## src/rtl/fetch_sequencer_pkg.sv

```systemverilog
// Shared definitions for the instruction fetch sequencer: state encoding,
// NOP opcode and default address width.
package fetch_sequencer_pkg;

    localparam int unsigned DEFAULT_PC_W = 16;
    localparam int unsigned INST_W       = 8;

    localparam logic [INST_W-1:0] NOP_OPCODE = 8'h00;

    typedef enum logic [1:0] {
        ST_IDLE_RST = 2'b00,
        ST_FETCH    = 2'b01,
        ST_EXEC     = 2'b10,
        ST_UNUSED   = 2'b11
    } fetch_state_t;

endpackage

```

## src/rtl/fetch_sequencer_pc_next.sv

```systemverilog
// Next program counter: jump destination or sequential increment (wraps at 2^PC_W).
module fetch_sequencer_pc_next
    import fetch_sequencer_pkg::*;
#(
    parameter int unsigned PC_W = DEFAULT_PC_W
) (
    input  logic [PC_W-1:0] i_pc,
    input  logic            i_jump,
    input  logic [PC_W-1:0] i_jump_target,
    output logic [PC_W-1:0] o_pc_next_c
);

    assign o_pc_next_c = i_jump ? i_jump_target : i_pc + PC_W'(1);

endmodule

```

## src/rtl/fetch_sequencer.sv

```systemverilog
// Fetch sequencer: owns pc, instruction register and decode phase bit; fetches
// over a req/ack ROM port. Optional fetch-wait timeout under FETCH_TIMEOUT_EN.
module fetch_sequencer
    import fetch_sequencer_pkg::*;
#(
    parameter int unsigned     PC_W           = DEFAULT_PC_W,
    parameter logic [PC_W-1:0] RESET_PC       = '0,
    parameter int unsigned     TIMEOUT_CYCLES = 15
) (
    input  logic              clk,
    input  logic              rst_n,
    output logic              rom_req,
    output logic [PC_W-1:0]   rom_addr,
    input  logic              rom_ack,
    input  logic [INST_W-1:0] rom_data,
    input  logic              two_cycle,
    input  logic              stall,
    input  logic              jump,
    input  logic [PC_W-1:0]   jump_target,
    output logic [INST_W-1:0] inst,
    output logic              cycle,
    output logic              inst_valid,
    output logic [PC_W-1:0]   pc,
    output logic              fetch_err
);

    fetch_state_t      r_state;
    logic [PC_W-1:0]   r_pc;
    logic [INST_W-1:0] r_inst;
    logic              r_cycle;
    logic              r_inst_valid;
    logic              r_rom_req;
    logic              r_fetch_err;
    logic [PC_W-1:0]   w_pc_next;

`ifdef FETCH_TIMEOUT_EN
    localparam int unsigned WAIT_W =
        ($clog2(TIMEOUT_CYCLES + 1) > 4) ? $clog2(TIMEOUT_CYCLES + 1) : 4;
    logic [WAIT_W-1:0] r_wait;
`endif

    fetch_sequencer_pc_next #(
        .PC_W (PC_W)
    ) u_pc_next (
        .i_pc          (r_pc),
        .i_jump        (jump),
        .i_jump_target (jump_target),
        .o_pc_next_c   (w_pc_next)
    );

    // Fetch/execute sequencing; stall freezes every execute-phase register.
    always_ff @(posedge clk or negedge rst_n) begin
        if (!rst_n) begin
            r_state      <= ST_FETCH;
            r_pc         <= RESET_PC;
            r_inst       <= NOP_OPCODE;
            r_cycle      <= 1'b0;
            r_inst_valid <= 1'b0;
            r_rom_req    <= 1'b0;
            r_fetch_err  <= 1'b0;
`ifdef FETCH_TIMEOUT_EN
            r_wait       <= '0;
`endif
        end else begin
            case (r_state)
                ST_IDLE_RST: begin
                    r_rom_req <= 1'b1;
                    r_state   <= ST_FETCH;
`ifdef FETCH_TIMEOUT_EN
                    r_wait    <= '0;
`endif
                end
                ST_FETCH: begin
                    // Reset leaves FETCH with req low; the first edge raises it.
                    if (!r_rom_req) begin
                        r_rom_req <= 1'b1;
`ifdef FETCH_TIMEOUT_EN
                        r_wait    <= '0;
`endif
                    end else if (rom_ack) begin
                        r_inst       <= rom_data;
                        r_cycle      <= 1'b0;
                        r_inst_valid <= 1'b1;
                        r_rom_req    <= 1'b0;
                        r_state      <= ST_EXEC;
`ifdef FETCH_TIMEOUT_EN
                    end else if (r_wait == WAIT_W'(TIMEOUT_CYCLES - 1)) begin
                        r_fetch_err  <= 1'b1;
                        r_inst       <= NOP_OPCODE;
                        r_cycle      <= 1'b0;
                        r_inst_valid <= 1'b1;
                        r_rom_req    <= 1'b0;
                        r_state      <= ST_EXEC;
                    end else begin
                        r_wait <= r_wait + WAIT_W'(1);
`endif
                    end
                end
                ST_EXEC: begin
                    if (stall) begin
                        r_state <= ST_EXEC;
                    end else if (!r_cycle && two_cycle) begin
                        r_cycle <= 1'b1;
                    end else begin
                        r_pc         <= w_pc_next;
                        r_inst_valid <= 1'b0;
                        r_cycle      <= 1'b0;
                        r_rom_req    <= 1'b1;
                        r_state      <= ST_FETCH;
`ifdef FETCH_TIMEOUT_EN
                        r_wait       <= '0;
`endif
                    end
                end
                default: begin
                    r_inst_valid <= 1'b0;
                    r_cycle      <= 1'b0;
                    r_rom_req    <= 1'b1;
                    r_state      <= ST_FETCH;
`ifdef FETCH_TIMEOUT_EN
                    r_wait       <= '0;
`endif
                end
            endcase
        end
    end

    assign rom_req    = r_rom_req;
    assign rom_addr   = r_pc;
    assign inst       = r_inst;
    assign cycle      = r_cycle;
    assign inst_valid = r_inst_valid;
    assign pc         = r_pc;
    assign fetch_err  = r_fetch_err;

endmodule

```

## config.mk

```make
export PLATFORM = sky130hd
export DESIGN_NAME = fetch_sequencer
export DESIGN_NICKNAME = d
export VERILOG_FILES = /design/src/rtl/fetch_sequencer_pkg.sv /design/src/rtl/fetch_sequencer_pc_next.sv /design/src/rtl/fetch_sequencer.sv
export SDC_FILE = /design/constraint.sdc
export NUM_CORES = 1
export LEC_CHECK = 0
export ABC_CLOCK_PERIOD_IN_PS = 3900
export BUFFER_PORTS_ARGS = -buffer_cell sky130_fd_sc_hd__buf_4
export CORE_MARGIN = 1.5
export CORE_UTILIZATION = 40
export DETAILED_ROUTE_END_ITERATION = 10
export PLACE_DENSITY = 0.65
export SYNTH_ARGS = -nofsm -noshare
export SYNTH_HDL_FRONTEND = slang
export SYNTH_SLANG_ARGS = --single-unit
```

## constraint.sdc

```tcl
create_clock -name clk -period 3.9 [get_ports clk]
set_clock_uncertainty 0.2 [all_clocks]
set_input_delay 0.39 -clock clk [delete_from_list [all_inputs] [get_ports clk]]
set_output_delay 0.39 -clock clk [all_outputs]
set_load 0.005 [all_outputs]
```

# After elaboration in Yosys (flattened, before gate mapping)
# Cells that the tools add are included.
dict set report word_totals {
  register_bits 29
  out_inout_bits 44
  elab_cells 47
}
dict set report op_classes {
  n_addsub 1
  n_eq_ne 7
  n_mux 21
  n_bitwise 3
  reduce_logical 9
}
# operator count
set op_table {}
lappend op_table {{$add A16 B1 Y16 const B} 1}
lappend op_table {{$mux W16} 1}
lappend op_table {{$mux W1} 12}
lappend op_table {{$reduce_and A3 Y1} 3}
lappend op_table {{$mux W2} 4}
lappend op_table {{$ne A2 B2 Y1 const B} 4}
lappend op_table {{$pmux W1 S3} 2}
lappend op_table {{$reduce_and A5 Y1} 1}
lappend op_table {{$pmux W2 S2} 1}
lappend op_table {{$reduce_and A4 Y1} 1}
lappend op_table {{$ne A3 B3 Y1 const B} 1}
lappend op_table {{$not A1 Y1} 3}
lappend op_table {{$eq A2 B1 Y1 const B} 1}
lappend op_table {{$eq A2 B2 Y1 const B} 1}
lappend op_table {{$logic_not A2 Y1} 1}
lappend op_table {{$pmux W1 S2} 1}
lappend op_table {{$reduce_and A2 Y1} 1}
lappend op_table {{$logic_and A1 B1 Y1} 1}
lappend op_table {{$logic_not A1 Y1} 1}

# Depth between registers and ports, before layout
dict set report depth {
  depth_word 5
  ltp_mapped 7
  ltp_nobuf 6
}

# Hierarchy
# Synthesis repeated with hierarchy kept, for this count alone.
dict set report unflattened {
  hier_cells 177
  hier_area_um2 1893.1
}
# mod instances cells_each area_per_inst_um2 seq_area_each_um2
set by_module_without_submodules {}
lappend by_module_without_submodules {fetch_sequencer 1 103 1422.6 726.9}
lappend by_module_without_submodules {fetch_sequencer_pc_next 1 74 470.5 0.0}

# Least setup slack after synthesis
# OpenSTA, ideal clock, no wires.
dict set report synth_timing {
  kind {register -> register}
  start {register r_state[0]}
  end {register r_inst_valid, in the netlist inst_valid}
  setup_time_ns 0.125
  t_arrival_ns 1.491
  required_ns 3.575
  slack_ns 2.084
  stages_incl_launch_ff 6
  n_path_buf 0
  synth_period_minus_slack_ns 1.816
  cell_sequence {dfstp_2 inv_1 ha_1 a221oi_1 nand2_1 mux2_2}
}
dict set report synth_between {
  elab_chain_len 3
}
# element line
set synth_rtl {}
lappend synth_rtl {{from (decl)} fetch_sequencer.sv:27} ;# fetch_state_t r_state;
lappend synth_rtl {{from (signal assigned)} fetch_sequencer.sv:54} ;# r_state <= ST_FETCH;
lappend synth_rtl {{from (signal assigned)} fetch_sequencer.sv:68} ;# r_state <= ST_FETCH;
lappend synth_rtl {{from (signal assigned)} fetch_sequencer.sv:85} ;# r_state <= ST_EXEC;
lappend synth_rtl {{$eq A2 B1 Y1, or another cell as far along} fetch_sequencer.sv:65} ;# case (r_state)
lappend synth_rtl {{$ne A2 B2 Y1 (no source line) / $not A1 Y1 (equally long branches)} n/a}
lappend synth_rtl {{$reduce_and A5 Y1 (no source line)} n/a}
lappend synth_rtl {{to (signal assigned)} fetch_sequencer.sv:58} ;# r_inst_valid <= 1'b0;
lappend synth_rtl {{to (signal assigned)} fetch_sequencer.sv:83} ;# r_inst_valid <= 1'b1;
lappend synth_rtl {{to (signal assigned)} fetch_sequencer.sv:106} ;# r_inst_valid <= 1'b0;
lappend synth_rtl {{to (decl)} fetch_sequencer.sv:31} ;# logic r_inst_valid;
# Parallel ways exist; a longest one is shown, timed or not.
# A chain may end at the register's enable or synchronous reset.

# Worst setup path after layout
dict set report layout_timing {
  start {register r_state[0]}
  end {register r_pc[11], in the netlist pc[11]}
}
dict set report layout_between {
  elab_chain_len 2
}
# element line
set layout_rtl {}
lappend layout_rtl {{$eq A2 B2 Y1} fetch_sequencer.sv:65}
lappend layout_rtl {{$reduce_and A3 Y1 (no source line)} n/a}
lappend layout_rtl {{to (signal assigned)} fetch_sequencer.sv:105} ;# r_pc <= w_pc_next;
lappend layout_rtl {{to (decl)} fetch_sequencer.sv:28} ;# logic [PC_W-1:0] r_pc;
# No other way between the ends.

==> impl_metrics.toml <==
[finish]
num-fill-cells = 403
drive_gt1_share_pct = 37.9
nets = 282
seqCellArea_sq_um = 727
multi_input_area_sq_um = 850
final_cells = 298
n_antenna_cell = 0
syn2layout_area_growth_pct = 30.9

[setup_path]
r2r-end = "pc[11]$_DFFE_PN0P_"
required_ns = 3.84
rrSetupSlack_ns = 1.61
cp.buffers_inverters = 1
ff2ff_path_depth = 6
critPathSlowestCell = "nor4_1"
timing.rr.start = "r_state[0]$_DFFE_PN1P_"
cp.arrival_ns = 2.23
cp-start-kind = "flop"
critPathKind = "flop to flop"
path_cells = "inv_1 > ha_1 > nor2b_1 > nand2_1 > nor4_1 > a311oi_1"
setup.worst_path.end_class = "flop"
worstPathMaxFanout = 20
max_stage_delay_ns = 0.49
cp_top_family = "simple AND/OR/NAND/NOR gates"

[drt]
first_pass_iters = 4
remaining_drc_errors = 0
routed_wl_mm = 4.37
viasPerCell = 5.45
vias = 1623
drtAntennaViolNets = 0
first_iter_violations = 97
wl_per_cell_um = 14.7

[pwr]
p_clk_share_pct = 17.1
power_frac_seq_pct = 40.0
comb_power_share_pct = 42.9
vdd_drop_max_uv = 323
intPower_mw = 0.899
p_per_area_nw_per_um2 = 608
p_sw_mw = 0.503
finalPower_mw = 1.40
netSwitchingFraction_pct = 35.9
p_leak_nw = 1.05

[logic_synthesis]
synth_area_sq_um = 1760
synth.top_cells.by_count = "28 x dfrtp_1, 20 x nand2_1, 17 x buf_4, 13 x o21ai_0"
yosysMostFrequentCell = "dfrtp_1"
synth_top_area_cell = "dfrtp_1"
syn_avg_cell_area_sq_um = 9.27
synth_flop_cell = "dfrtp_1"
yosysWarnings = 1
synth_top_area_share_pct = 39.8
synth_enable_flop_cells = 0
synth.area.top_cells = "dfrtp_1 40%, buf_4 7.2%, mux2_2 6.4%"
synth_nets = 225
syn_inst = 190
synth_seq_cells = 29
yosysSeqAreaShare_pct = 41.3
async_flop_share_pct = 100
synth_cell_type_count = 38

[grt]
antenna_found_initial = 0
first_global_vias = 1530
grt_overflow = 0
grt_start_max_net_pins = 30
grt_usage_pct = 18.4
grt_pass1_wl_mm = 7.07

[placement]
port_buffers = 72
dp_hpwl_mm = 3.11
gp_congestion = 0.804
placedCellCount = 289

[timing]
slew_viol_final = 0
tightestPinTransition_ns = 0.745
layout_min_cycle_time_ns = 2.29
hold_violations = 0
setup_violations = 0
max_freq_mhz = 436
fin_crit_sh_pct = 58.8
fin_setup_tns_ns = 0
max_slew_margin_pct = 50.1
rsz0062_at_grt = "no"

[clocking]
numCtsBuffers = 5
cts_hold_buf = 1
cts_sinks = 29
clock_latency_ns = 0.29
post_cts_resized = 0
cts_tree = "built"
cts_root_buffer = "clkbuf_8"
postCtsSetupBuffers = 0
clk_pin_slew_ns = 0.06
htreeDepth = 2
clock_path_buffers = 2

[floorplan]
io_pins = 74
die_w_um = 69.4
die_h_um = 69.4
core_sq_um = 4120
rows = 23
start_util_pct = 42.8
dieArea_sq_um = 4810

[status]
status = "completed"

[worst_hold_path]
min_path_cells = 2
hp-start = "rom_data[1]"
holdPathEnd = "inst[1]$_DFFE_PN0P_"
hp-class = "input pin to flop"

[run]
cap_violations = 0
stage by stage:
step / instance area (sq um) / setup WS (ns) / utilization, % / hold slack [ns]
after global placement: 2210 / 1.71 / 53.8 / 0.144
after floorplan: 1760 / 2.08 / - / -0.106
after global routing: 2310 / 1.43 / 56.0 / 0.131
after CTS: 2310 / 1.67 / 56.0 / 0.125
final: 2310 / 1.61 / 56.0 / 0.134
after detailed placement: 2210 / 1.68 / 53.8 / 0.140
worst register-to-register path, delay by kind of cell, from the launching register on:
family	cells	cell delay, ns
and+or+nand+nor	3	1.16
DFF	1	0.37
adders and majority gates	1	0.22
buffers and inverters	1	0.10
AOI/OAI and AO/OA	1	0.09
worst max-delay path by stage:
| stage | from | endpoint | slack (ns) | depth (start not counted) |
|---|---|---|---|---|
| final | r_state[0]$_DFFE_PN1P_ | pc[11]$_DFFE_PN0P_ | 1.61 | 6 |
| after global routing | r_state[0]$_DFFE_PN1P_ | pc[13]$_DFFE_PN0P_ | 1.43 | 6 |
| after CTS | r_state[0]$_DFFE_PN1P_ | pc[13]$_DFFE_PN0P_ | 1.67 | 6 |
| after detailed placement | r_state[0]$_DFFE_PN1P_ | pc[13]$_DFFE_PN0P_ | 1.68 | 6 |
| after global placement | jump | pc[14]$_DFFE_PN0P_ | 1.71 | 5 |
| after floorplan | r_state[0]$_DFFE_PN1P_ | inst_valid$_DFFE_PN0P_ | 2.08 | 5 |
cell families (layout without fill, tap and decap cells):
logic type | after synthesis | in the layout | share of synthesized area (%)
buf+inv | 32 | 90 | 10.5
compound gates | 45 | 45 | 16.3
fa+ha+maj | 5 | 5 | 3.55
mux | 14 | 14 | 8.66
simple gates | 64 | 64 | 19.5
flops | 29 | 29 | 41.3
other cells | 1 | 1 | 0.213
power by group through the flow:
stage	Clock, mW	Combinational [mW]	Sequential, mW
finish	0.240	0.601	0.560
global route	0.262	0.667	0.584
CTS	0.247	0.609	0.560
detailed placement	0	0.605	0.565
global placement	0	0.598	0.560
floorplan	0	0.345	0.550
sequential cells by signal, summed over array words and instances (netlist names):
name,cells
inst,8
rom_req,1
r_state,2
cycle,1
inst_valid,1
pc,16
layout by cell type, fill, tap and decap left out, types with 4 or more instances in the layout:
master | netlist | routed
o22ai_1 | 7 | 7
dfrtp_1 | 28 | 28
nor3_1 | 4 | 4
a2bb2oi_1 | 4 | 4
inv_1 | 8 | 8
o21ai_0 | 13 | 13
mux2i_1 | 4 | 4
nor4_1 | 10 | 10
ha_1 | 5 | 5
a21oi_1 | 8 | 8
nor2_1 | 7 | 7
nand2_1 | 20 | 20
buf_4 | 17 | 72
clkbuf_8 | 0 | 5
nand3_1 | 8 | 8
mux2_2 | 10 | 10
cell type report:
cell class                 instances  share of cell area [%]
clock buffer                       6                    3.15
multi-input combinational        129                    36.8
timing repair buffer              73                    23.9
sequential                        29                    31.5
inverter                           9                    1.47
tap                               50                    2.71
clock inverter                     2                   0.434
metal layers:
layer,global-route usage (%),up-vias,part of all wire (%),routed length (um)
met1,22.1,765,43,1890
met4,5.88,0,1.5,67
li1,-,799,-,-
met2,30.6,53,48,2080
met5,0,-,0,0
met3,6.69,6,7.6,332
No activity file was read; power rests on OpenSTA's default activity.
